**src/rtl/serial_add_ctrl.sv**
```systemverilog
// Bit-serial adder sequencer: captures two operands on start, adds them
// LSB-first over WIDTH shift cycles through a 1-bit full adder with a
// registered carry, then publishes sum/cout with a one-cycle done pulse.
//
//   state  | meaning
//   -------+-------------------------------------------------------------
//   S_IDLE | waiting for start; operands captured on the accepting edge
//   S_RUN  | one operand bit per cycle through the full adder, shift_en=1
//   S_DONE | sum/cout just updated; done=1 for this single cycle
module serial_add_ctrl #(
  parameter int WIDTH = 8
) (
  input  logic             clk,
  input  logic             reset,
  input  logic             start,
  input  logic             abort,
  input  logic [WIDTH-1:0] a,
  input  logic [WIDTH-1:0] b,
  input  logic             cin,
  output logic             busy,
  output logic             shift_en,
  output logic             sum_bit,
  output logic             done,
  output logic [WIDTH-1:0] sum,
  output logic             cout
);

  localparam int CW = $clog2(WIDTH);
  localparam logic [CW-1:0] LAST = CW'(WIDTH - 1);

  typedef enum logic [1:0] {
    S_IDLE = 2'd0,
    S_RUN  = 2'd1,
    S_DONE = 2'd2
  } state_e;

  state_e           state_q, state_d;
  logic [WIDTH-1:0] a_sr_q, a_sr_d;
  logic [WIDTH-1:0] b_sr_q, b_sr_d;
  logic [WIDTH-1:0] acc_q, acc_d;
  logic [WIDTH-1:0] sum_q, sum_d;
  logic             carry_q, carry_d;
  logic             cout_q, cout_d;
  logic [CW-1:0]    cnt_q, cnt_d;
  logic             carry_n;
  logic             accept;
  logic             last;

  // Full-adder slice on the current LSBs and the registered carry.
  always_comb begin
    sum_bit = a_sr_q[0] ^ b_sr_q[0] ^ carry_q;
    carry_n = (a_sr_q[0] & b_sr_q[0]) | (a_sr_q[0] & carry_q) | (b_sr_q[0] & carry_q);
    accept  = (state_q == S_IDLE) && start && !abort;
    last    = (cnt_q == LAST);
  end

  // FSM state register.
  always_ff @(posedge clk or negedge reset) begin
    if (!reset) state_q <= S_IDLE;
    else        state_q <= state_d;
  end

  // FSM next state; abort wins over start and ends a run without done.
  always_comb begin
    state_d = state_q;
    unique case (state_q)
      S_IDLE: if (accept) state_d = S_RUN;
      S_RUN: begin
        if (abort)     state_d = S_IDLE;
        else if (last) state_d = S_DONE;
      end
      S_DONE:  state_d = S_IDLE;
      default: state_d = S_IDLE;
    endcase
  end

  // FSM outputs.
  always_comb begin
    busy     = (state_q == S_RUN);
    shift_en = (state_q == S_RUN);
    done     = (state_q == S_DONE);
  end

  // Datapath next values: load on accept, shift in RUN, publish on last bit.
  always_comb begin
    a_sr_d  = a_sr_q;
    b_sr_d  = b_sr_q;
    acc_d   = acc_q;
    carry_d = carry_q;
    cnt_d   = cnt_q;
    sum_d   = sum_q;
    cout_d  = cout_q;
    if (accept) begin
      a_sr_d  = a;
      b_sr_d  = b;
      carry_d = cin;
      acc_d   = '0;
      cnt_d   = '0;
    end else if (state_q == S_RUN && !abort) begin
      acc_d   = {sum_bit, acc_q[WIDTH-1:1]};
      carry_d = carry_n;
      a_sr_d  = {1'b0, a_sr_q[WIDTH-1:1]};
      b_sr_d  = {1'b0, b_sr_q[WIDTH-1:1]};
      if (last) begin
        sum_d  = {sum_bit, acc_q[WIDTH-1:1]};
        cout_d = carry_n;
      end else begin
        cnt_d  = cnt_q + 1'b1;
      end
    end
  end

  // Datapath registers.
  always_ff @(posedge clk or negedge reset) begin
    if (!reset) begin
      a_sr_q  <= '0;
      b_sr_q  <= '0;
      acc_q   <= '0;
      carry_q <= 1'b0;
      cnt_q   <= '0;
      sum_q   <= '0;
      cout_q  <= 1'b0;
    end else begin
      a_sr_q  <= a_sr_d;
      b_sr_q  <= b_sr_d;
      acc_q   <= acc_d;
      carry_q <= carry_d;
      cnt_q   <= cnt_d;
      sum_q   <= sum_d;
      cout_q  <= cout_d;
    end
  end

  assign sum  = sum_q;
  assign cout = cout_q;

endmodule
```
**config.mk**
```make
export PLATFORM = sky130hd
export DESIGN_NAME = serial_add_ctrl
export DESIGN_NICKNAME = d
export VERILOG_FILES = /design/src/rtl/serial_add_ctrl.sv
export SDC_FILE = /design/constraint.sdc
export NUM_CORES = 1
export LEC_CHECK = 0
export ABC_AREA = 0
export CAP_MARGIN = 20
export CORE_MARGIN = 1
export CORE_UTILIZATION = 50
export DETAILED_ROUTE_END_ITERATION = 8
export MAX_ROUTING_LAYER = met4
export PLACE_DENSITY = 0.76
export SYNTH_ARGS = -nofsm -noshare
export SYNTH_HDL_FRONTEND = slang
export SYNTH_SLANG_ARGS = --single-unit
```
**constraint.sdc**
```tcl
create_clock -name clk -period 1.9 [get_ports clk]
set_input_delay 0.57 -clock clk [delete_from_list [all_inputs] [get_ports clk]]
set_output_delay 0.57 -clock clk [all_outputs]
set_load 0.02 [all_outputs]
```
==> results.rst, run 1 <==
.. list-table::
   :header-rows: 1

   * - Metric
     - Value
   * - Run status
     - complete, but fails checks
   * - Violations in the final reports
     - setup timing
   * - Post-route design area
     - ~2200 µm²
   * - Number of nets in the finished design
     - between 200 and 250
   * - Final-layout fill cell count
     - approximately 260
   * - Total number of clock tree sinks
     - 38
   * - Number of hold-slack violations in the final timing report
     - 0
   * - Number of warning messages in the yosys log
     - 0
   * - Time the final worst path needs with I/O delays and setup
     - between 2 and 2.5 ns
   * - Worst-case clock buffer depth
     - 2
   * - First-pass GRT wire length
     - a little under 6 mm
   * - Leakage
     - roughly 1.1 nW
   * - Placed instance area
     - 2180 µm²
   * - Die H
     - slightly above 60 µm
   * - Synth-to-layout area growth
     - 30.5%
   * - Layout Skew
     - 0.00701 ns
   * - Overall fraction of global-route tracks in use
     - 23.5%
   * - Via count of the first global-routing pass
     - ~1300
   * - Netlist area before placement
     - 1720 µm²
   * - RSZ-0062 raised after global routing
     - true
   * - Critical path endpoint category
     - output port
   * - CTS tree
     - done
   * - Sum of net half-perimeters after detailed placement
     - ~2.5 mm
   * - Clock Root Buffer
     - clkbuf_4
   * - Number of non-filler instances in the completed layout
     - 240
   * - Number of violations reported at the end of detailed-routing iteration 0
     - 65
   * - Seq/Total Area, Yosys
     - a little under three fifths
   * - Instance count of the mapped netlist
     - between 100 and 150
   * - Routed length per placed instance
     - about 15 µm
   * - CP max FO
     - 2
   * - Initial antenna violation count
     - 0
   * - Vias per std cell
     - around 5.4
   * - Kind of path behind the tightest hold check
     - in2async
   * - PwrDens
     - slightly above 900 nW/µm²
   * - TritonCTS buffer count
     - 5
   * - Number of top-level pins
     - 34
   * - IO Port Bufs
     - 33
   * - DRC errors left
     - 0
   * - Maximum operating frequency
     - 0.491 GHz
   * - Net count after synthesis
     - between 150 and 200
   * - Total placed cells including tap cells
     - 231
   * - Hold buffer count at cts
     - 0
   * - Count of standard-cell rows
     - 20
   * - Weighted congestion reported at the end of routability-driven placement
     - approximately 0.80
   * - CP max stage cell
     - fa_1
   * - Iteration count of the initial detailed-routing pass
     - 4
   * - Maximum vdd ir drop
     - 0.640 mV
   * - Width of the die
     - 60.6 µm
   * - Commonest non-fill, non-tap cells in the layout
     - dfrtp_1, nand2_1, clkdlybuf4s50_1
   * - Overall die area
     - 3670 µm²
   * - Slack of the critical path
     - -0.135 ns
   * - Inserted Diodes
     - 0
   * - Crit-path cells
     - fa_1 -> buf_6
   * - Layout cell share with drive strength beyond 1
     - around 28%
   * - Hold Slack
     - roughly 0.25 ns
   * - Clock insertion delay at the later pin of the skew report
     - 0.35 ns
   * - Initial core utilization
     - 54.5%
   * - Number of max-capacitance violations reported
     - 0
   * - Post-synth cell types
     - 30
   * - Share of the cycle needed by the critical path after routing
     - 107%
   * - Crit Path Category
     - reg2out
   * - Largest net degree at the start of global routing
     - 39
   * - Std-Cell Core Area
     - approximately 3200 µm²
   * - WL final
     - 3.53 mm
   * - Clock transition at the registers of the reported paths
     - around 0.11 ns
   * - Required time at the worst-slack endpoint
     - roughly 1.3 ns
   * - Remaining number of nets flagged by the antenna check after routing
     - 0
   * - Most common cell after layout, fill and taps aside
     - dfrtp_1
   * - Final Slew Violations
     - 0
   * - Biggest cell delay along the critical path
     - about 0.58 ns
   * - Flip-flop and latch count after synthesis
     - 38
   * - Final setup TNS
     - -0.135 ns
   * - Critical path data arrival time
     - around 1.5 ns
   * - Mean post-synth cell area
     - between 10 and 15 µm²
   * - Worst rel slew slack
     - around 68%
   * - Worst-margin pin slew
     - ~0.47 ns
   * - Final setup violation count
     - 1
   * - Startpoint class of the critical path
     - register
   * - Total overflow reported by the global router
     - 0
   * - Max H-tree Level
     - 2
   * - Vias post-DR
     - between 1000 and 1500
==> critical path: cells and delay by family, from the launching register on <==
| kind | cells | cell delay (ns) |
|---|---|---|
| buf+inv | 1 | 0.12 |
| fa+ha+maj | 1 | 0.58 |
| flops | 1 | 0.42 |
==> Yosys cell counts <==
cell type,n,area share [%]
a21oi_1,12,3.5
o21ai_0,1,0.29
ha_1,2,1.5
nor3b_4,1,1.1
buf_2,4,1.2
buf_4,3,1.3
o21ai_1,1,0.29
dfrtp_1,38,55
nor4b_1,1,0.51
fa_1,1,1.2
a22o_1,4,2.0
a22oi_1,11,4.8
o22ai_1,1,0.36
nor3_1,1,0.29
nor2b_1,1,0.36
o21ai_2,1,0.51
nand3_1,1,0.29
or4b_1,1,0.58
inv_1,1,0.22
nor4b_4,1,1.4
buf_12,1,1.2
and2_1,1,0.36
nor2_1,6,1.3
or3b_2,1,0.51
mux2_2,9,5.9
xnor2_1,1,0.51
nand2_1,26,5.7
and2b_1,1,0.44
nand3_2,10,5.8
buf_6,2,1.3
==> final timing paths <==
kind,depth (start not counted),to,start,slack (ns)
hold / removal,2,b_sr_q[3],reset,0.25
max in group asynchronous,2,sum[5],reset,1.31
setup reg to reg,6,cnt_q[0],cnt_q[0],0.27
min in group clk,1,cout,cout,0.51
hold reg to reg,1,cout,cout,0.51
setup / recovery,2,sum_bit,carry_q,-0.13
==> routing by layer <==
metal,vias to the layer above,share of wire (%),track usage (%)
met3,5,5.5,7.04
met1,646,44,26.7
met5,-,0,-
met2,30,50,39.6
met4,0,1.1,7.79
li1,608,-,-
==> logic make-up (layout without fill, tap and decap cells) <==
family	Yosys count	count (layout)	synth area share, %
muxes	9	9	5.90
xor gates and xnor gates	1	1	0.510
adders and majority gates	3	3	2.62
AOI/OAI and AO/OA	31	31	11.8
and+or+nand+nor	52	52	18.6
DFF	38	38	55.4
buffers and inverters	11	62	5.17
==> metrics by stage <==
| stage | setup WS (ns) | total power, mW | util [%] |
|---|---|---|---|
| global route | -0.190 | 2.20 | 71.1 |
| detailed placement | -0.245 | 1.61 | 69.2 |
| floorplan | 0.263 | 1.35 | - |
| finish | -0.135 | 2.06 | 71.1 |
| global placement | -0.204 | 1.57 | 69.2 |
| CTS | -0.172 | 2.05 | 70.8 |
==> power by group <==
group,internal (mW),switching (mW),leakage [nW]
combinational,0.306,0.257,0.614
sequential,0.951,0.0995,0.497
clock,0.178,0.273,0.0343
total,1.43,0.629,1.15
==> cell type report <==
cell class | instances | area [µm²] | area share (%)
Clock inverter | 2 | 12.5 | 0.558
Timing Repair Buffer | 53 | 490 | 21.9
Inverter | 1 | 3.75 | 0.167
Multi-Input combinational cell | 96 | 678 | 30.2
Sequential cell | 38 | 951 | 42.4
Tap cell | 44 | 55.1 | 2.46
Clock buffer | 6 | 51.3 | 2.29
==> repair_timing <==
item	CTS	global route
resized for setup	14	8
buffers inserted	0	1
pin swaps	0	1
endpoints found under the setup margin	10	6
==> sequential cells by signal, summed over array words and instances, names as in the netlist <==
name,count
carry_q,1
state_q,2
cnt_q,3
sum,8
cout,1
acc_q,7
b_sr_q,8
a_sr_q,8
No activity file was read; power rests on OpenSTA's default activity.
==> run 2, diff against run 1 <==
--- a/config.mk
+++ b/config.mk
@@ -12,6 +12,7 @@
 export DETAILED_ROUTE_END_ITERATION = 8
 export MAX_ROUTING_LAYER = met4
 export PLACE_DENSITY = 0.76
+export SKIP_LAST_GASP = 1
 export SYNTH_ARGS = -nofsm -noshare
 export SYNTH_HDL_FRONTEND = slang
 export SYNTH_SLANG_ARGS = --single-unit
==> results of run 2 <==
The final DEF is identical to that of run 1; final timing and power are the same.
Among the figures that moved: number of gates resized after CTS 14 -> 13
==> run 3, diff against run 2 <==
==> constraint.sdc (replaced) <==
create_clock -name clk -period 1.91 [get_ports clk]
set_input_delay 0.573 -clock clk [delete_from_list [all_inputs] [get_ports clk]]
set_output_delay 0.573 -clock clk [all_outputs]
set_load 0.02 [all_outputs]
==> run 3 against run 2 <==
Effect of this change: the flow still finishes with violations (setup timing); combinational power hardly changed; die area stayed put; global-route usage stayed put; clock-buffer cell count stayed put; critical path type unchanged; critical endpoint unchanged; largest cell class unchanged.
==> results.rst, run 3 (synthesized netlist as in run 1, its figures left out) <==
.. list-table::
   :header-rows: 1

   * - Metric
     - Value
   * - Run status
     - complete, but fails checks (unchanged)
   * - Violations in the final reports
     - setup timing (unchanged)
   * - Maximum operating frequency
     - slightly below 0.5 GHz
   * - Number of nets in the finished design
     - 219 (unchanged)
   * - PwrDens
     - 913 nW/µm² (was 921 nW/µm²)
   * - Routed length per placed instance
     - 14.7 µm (about the same)
   * - Kind of path behind the tightest hold check
     - in2async (unchanged)
   * - Worst-margin pin slew
     - 0.474 ns (was 0.475 ns)
   * - Maximum vdd ir drop
     - 0.637 mV (was 0.640 mV)
   * - Launching point of the worst reg2reg path
     - state_q[1] (was cnt_q[0])
   * - Width of the die
     - 60.6 µm (unchanged)
   * - Leakage
     - 1.17 nW (was 1.15 nW)
   * - Total overflow reported by the global router
     - 0 (unchanged)
   * - Commonest non-fill, non-tap cells in the layout
     - dfrtp_1, nand2_1, clkdlybuf4s50_1 (unchanged)
   * - Time the final worst path needs with I/O delays and setup
     - around 2.0 ns
   * - Weighted congestion reported at the end of routability-driven placement
     - 0.801 (unchanged)
   * - Overall die area
     - 3670 µm² (unchanged)
   * - Total placed cells including tap cells
     - 231 (unchanged)
   * - Synth-to-layout area growth
     - 31.0% (was 30.5%)
   * - IO Port Bufs
     - 33 (unchanged)
   * - Number of non-filler instances in the completed layout
     - 240 (unchanged)
   * - Slack of the critical path
     - -0.128 ns (was -0.135 ns)
   * - Number of top-level pins
     - 34 (unchanged)
   * - Number of violations reported at the end of detailed-routing iteration 0
     - 65 (unchanged)
   * - Crit. Startpoint
     - carry_q (unchanged)
   * - Hold buffer count at cts
     - 0 (unchanged)
   * - Number of cells on the worst reg-to-reg path
     - 5 (was 6)
   * - Total chip power
     - 2.05 mW (was 2.06 mW)
   * - First-pass GRT wire length
     - 5.84 mm (unchanged)
   * - Critical path endpoint category
     - output port (unchanged)
   * - Clock transition at the registers of the reported paths
     - 0.11 ns (about the same)
   * - Reg-to-reg critical path endpoint
     - b_sr_q[1] (was cnt_q[0])
   * - Layout Skew
     - 0.00741 ns (was 0.00701 ns)
   * - Crit Path Category
     - reg2out (unchanged)
   * - End point of the critical path
     - sum_bit (unchanged)
   * - Initial antenna violation count
     - 0 (unchanged)
   * - Count of standard-cell rows
     - 20 (unchanged)
   * - WL final
     - 3.53 mm (about the same)
   * - Required time at the worst-slack endpoint
     - 1.34 ns (was 1.33 ns)
   * - Largest net degree at the start of global routing
     - 39 (unchanged)
   * - Vias per std cell
     - 5.37 (unchanged)
   * - CTS tree
     - done (unchanged)
   * - Startpoint class of the critical path
     - register (unchanged)
   * - Sum of net half-perimeters after detailed placement
     - 2.47 mm (unchanged)
   * - CP max FO
     - 2 (unchanged)
   * - Number of max-capacitance violations reported
     - 0 (unchanged)
   * - Overall fraction of global-route tracks in use
     - 23.5% (unchanged)
   * - Worst rel slew slack
     - 68.4% (about the same)
   * - Number of hold-slack violations in the final timing report
     - 0 (unchanged)
   * - Critical path data arrival time
     - 1.46 ns (about the same)
   * - Layout cell share with drive strength beyond 1
     - 28.1% (unchanged)
   * - Clock Root Buffer
     - clkbuf_4 (unchanged)
   * - Die H
     - 60.6 µm (unchanged)
   * - Std-Cell Core Area
     - 3150 µm² (unchanged)
   * - Vias post-DR
     - 1289 (unchanged)
   * - Worst-case clock buffer depth
     - 2 (unchanged)
   * - Clock insertion delay at the later pin of the skew report
     - 0.35 ns (about the same)
   * - DRC errors left
     - 0 (unchanged)
   * - Final setup violation count
     - 1 (unchanged)
   * - TritonCTS buffer count
     - 5 (unchanged)
   * - Worst-case register-to-register setup slack
     - 0.28 ns (was 0.27 ns)
   * - Max H-tree Level
     - 2 (unchanged)
   * - RSZ-0062 raised after global routing
     - true (unchanged)
   * - Most common cell after layout, fill and taps aside
     - dfrtp_1 (unchanged)
   * - Final-layout fill cell count
     - 258 (was 262)
   * - Iteration count of the initial detailed-routing pass
     - 4 (unchanged)
   * - Share of the cycle needed by the critical path after routing
     - 107%
   * - Initial core utilization
     - 54.5% (unchanged)
   * - Via count of the first global-routing pass
     - 1290 (unchanged)
   * - Inserted Diodes
     - 0 (unchanged)
   * - Remaining number of nets flagged by the antenna check after routing
     - 0 (unchanged)
   * - Final Slew Violations
     - 0 (unchanged)
   * - Total number of clock tree sinks
     - 38 (unchanged)
-- run 3: worst max-delay path: stages, from the launching register on --
cell and delay (ns):
dfrtp_1 0.42, fa_1 0.58, buf_6 0.12
-- run 3: stage by stage --
step | area (µm²) | setup slack [ns] | hold slack (ns) | util [%] | setup TNS [ns]
after floorplan | 1720 | 0.270 | 0.277 | - | 0
after global placement | 2180 | -0.197 | 0.483 | 69.2 | -6.05
after detailed placement | 2180 | -0.238 | 0.489 | 69.2 | -7.06
after CTS | 2230 | -0.181 | 0.265 | 70.8 | -0.181
after global routing | 2250 | -0.183 | 0.290 | 71.3 | -0.183
final | 2250 | -0.128 | 0.256 | 71.3 | -0.128
-- run 3: per-layer routing --
layer  vias to the layer above  part of all wire [%]  global-route usage [%]
met4                         0                   1.1                    7.79
met2                        30                    50                    39.6
met1                       646                    43                    26.7
li1                        608                     -                       -
met5                         -                     0                       -
met3                         5                   5.5                    7.04
-- run 3: report_power, final --
group          switching [mW]  internal [mW]
combinational           0.255          0.305
clock                   0.272          0.177
sequential             0.0989          0.946
total                   0.626           1.43
-- run 3: timing repair --
item | in CTS | in global routing
resized for setup | 11 | 11
buffers inserted | 0 | 1
gates cloned | 0 | 0
endpoints found under the setup margin | 8 | 8
pin swaps | 0 | 1
-- run 3: worst min path at each step --
stage                          from  depth (start not counted)        end  slack (ns)
after floorplan               reset                          0  a_sr_q[0]        0.28
after detailed placement   acc_q[1]                          1   acc_q[1]        0.49
after CTS                     reset                          2   acc_q[2]        0.26
after global placement    b_sr_q[4]                          2  b_sr_q[4]        0.48
after global routing          reset                          2  a_sr_q[7]        0.29
final                         reset                          2  b_sr_q[3]        0.26
-- run 3: cell type report --
| class | instances | area (µm²) | share of cell area [%] |
|---|---|---|---|
| clock buffer | 6 | 51.3 | 2.28 |
| clock inverter | 2 | 12.5 | 0.556 |
| inverter | 1 | 3.75 | 0.167 |
| multi-input combinational | 96 | 678 | 30.1 |
| sequential | 38 | 951 | 42.3 |
| tap | 44 | 55.1 | 2.45 |
| timing repair buffer | 53 | 498 | 22.1 |
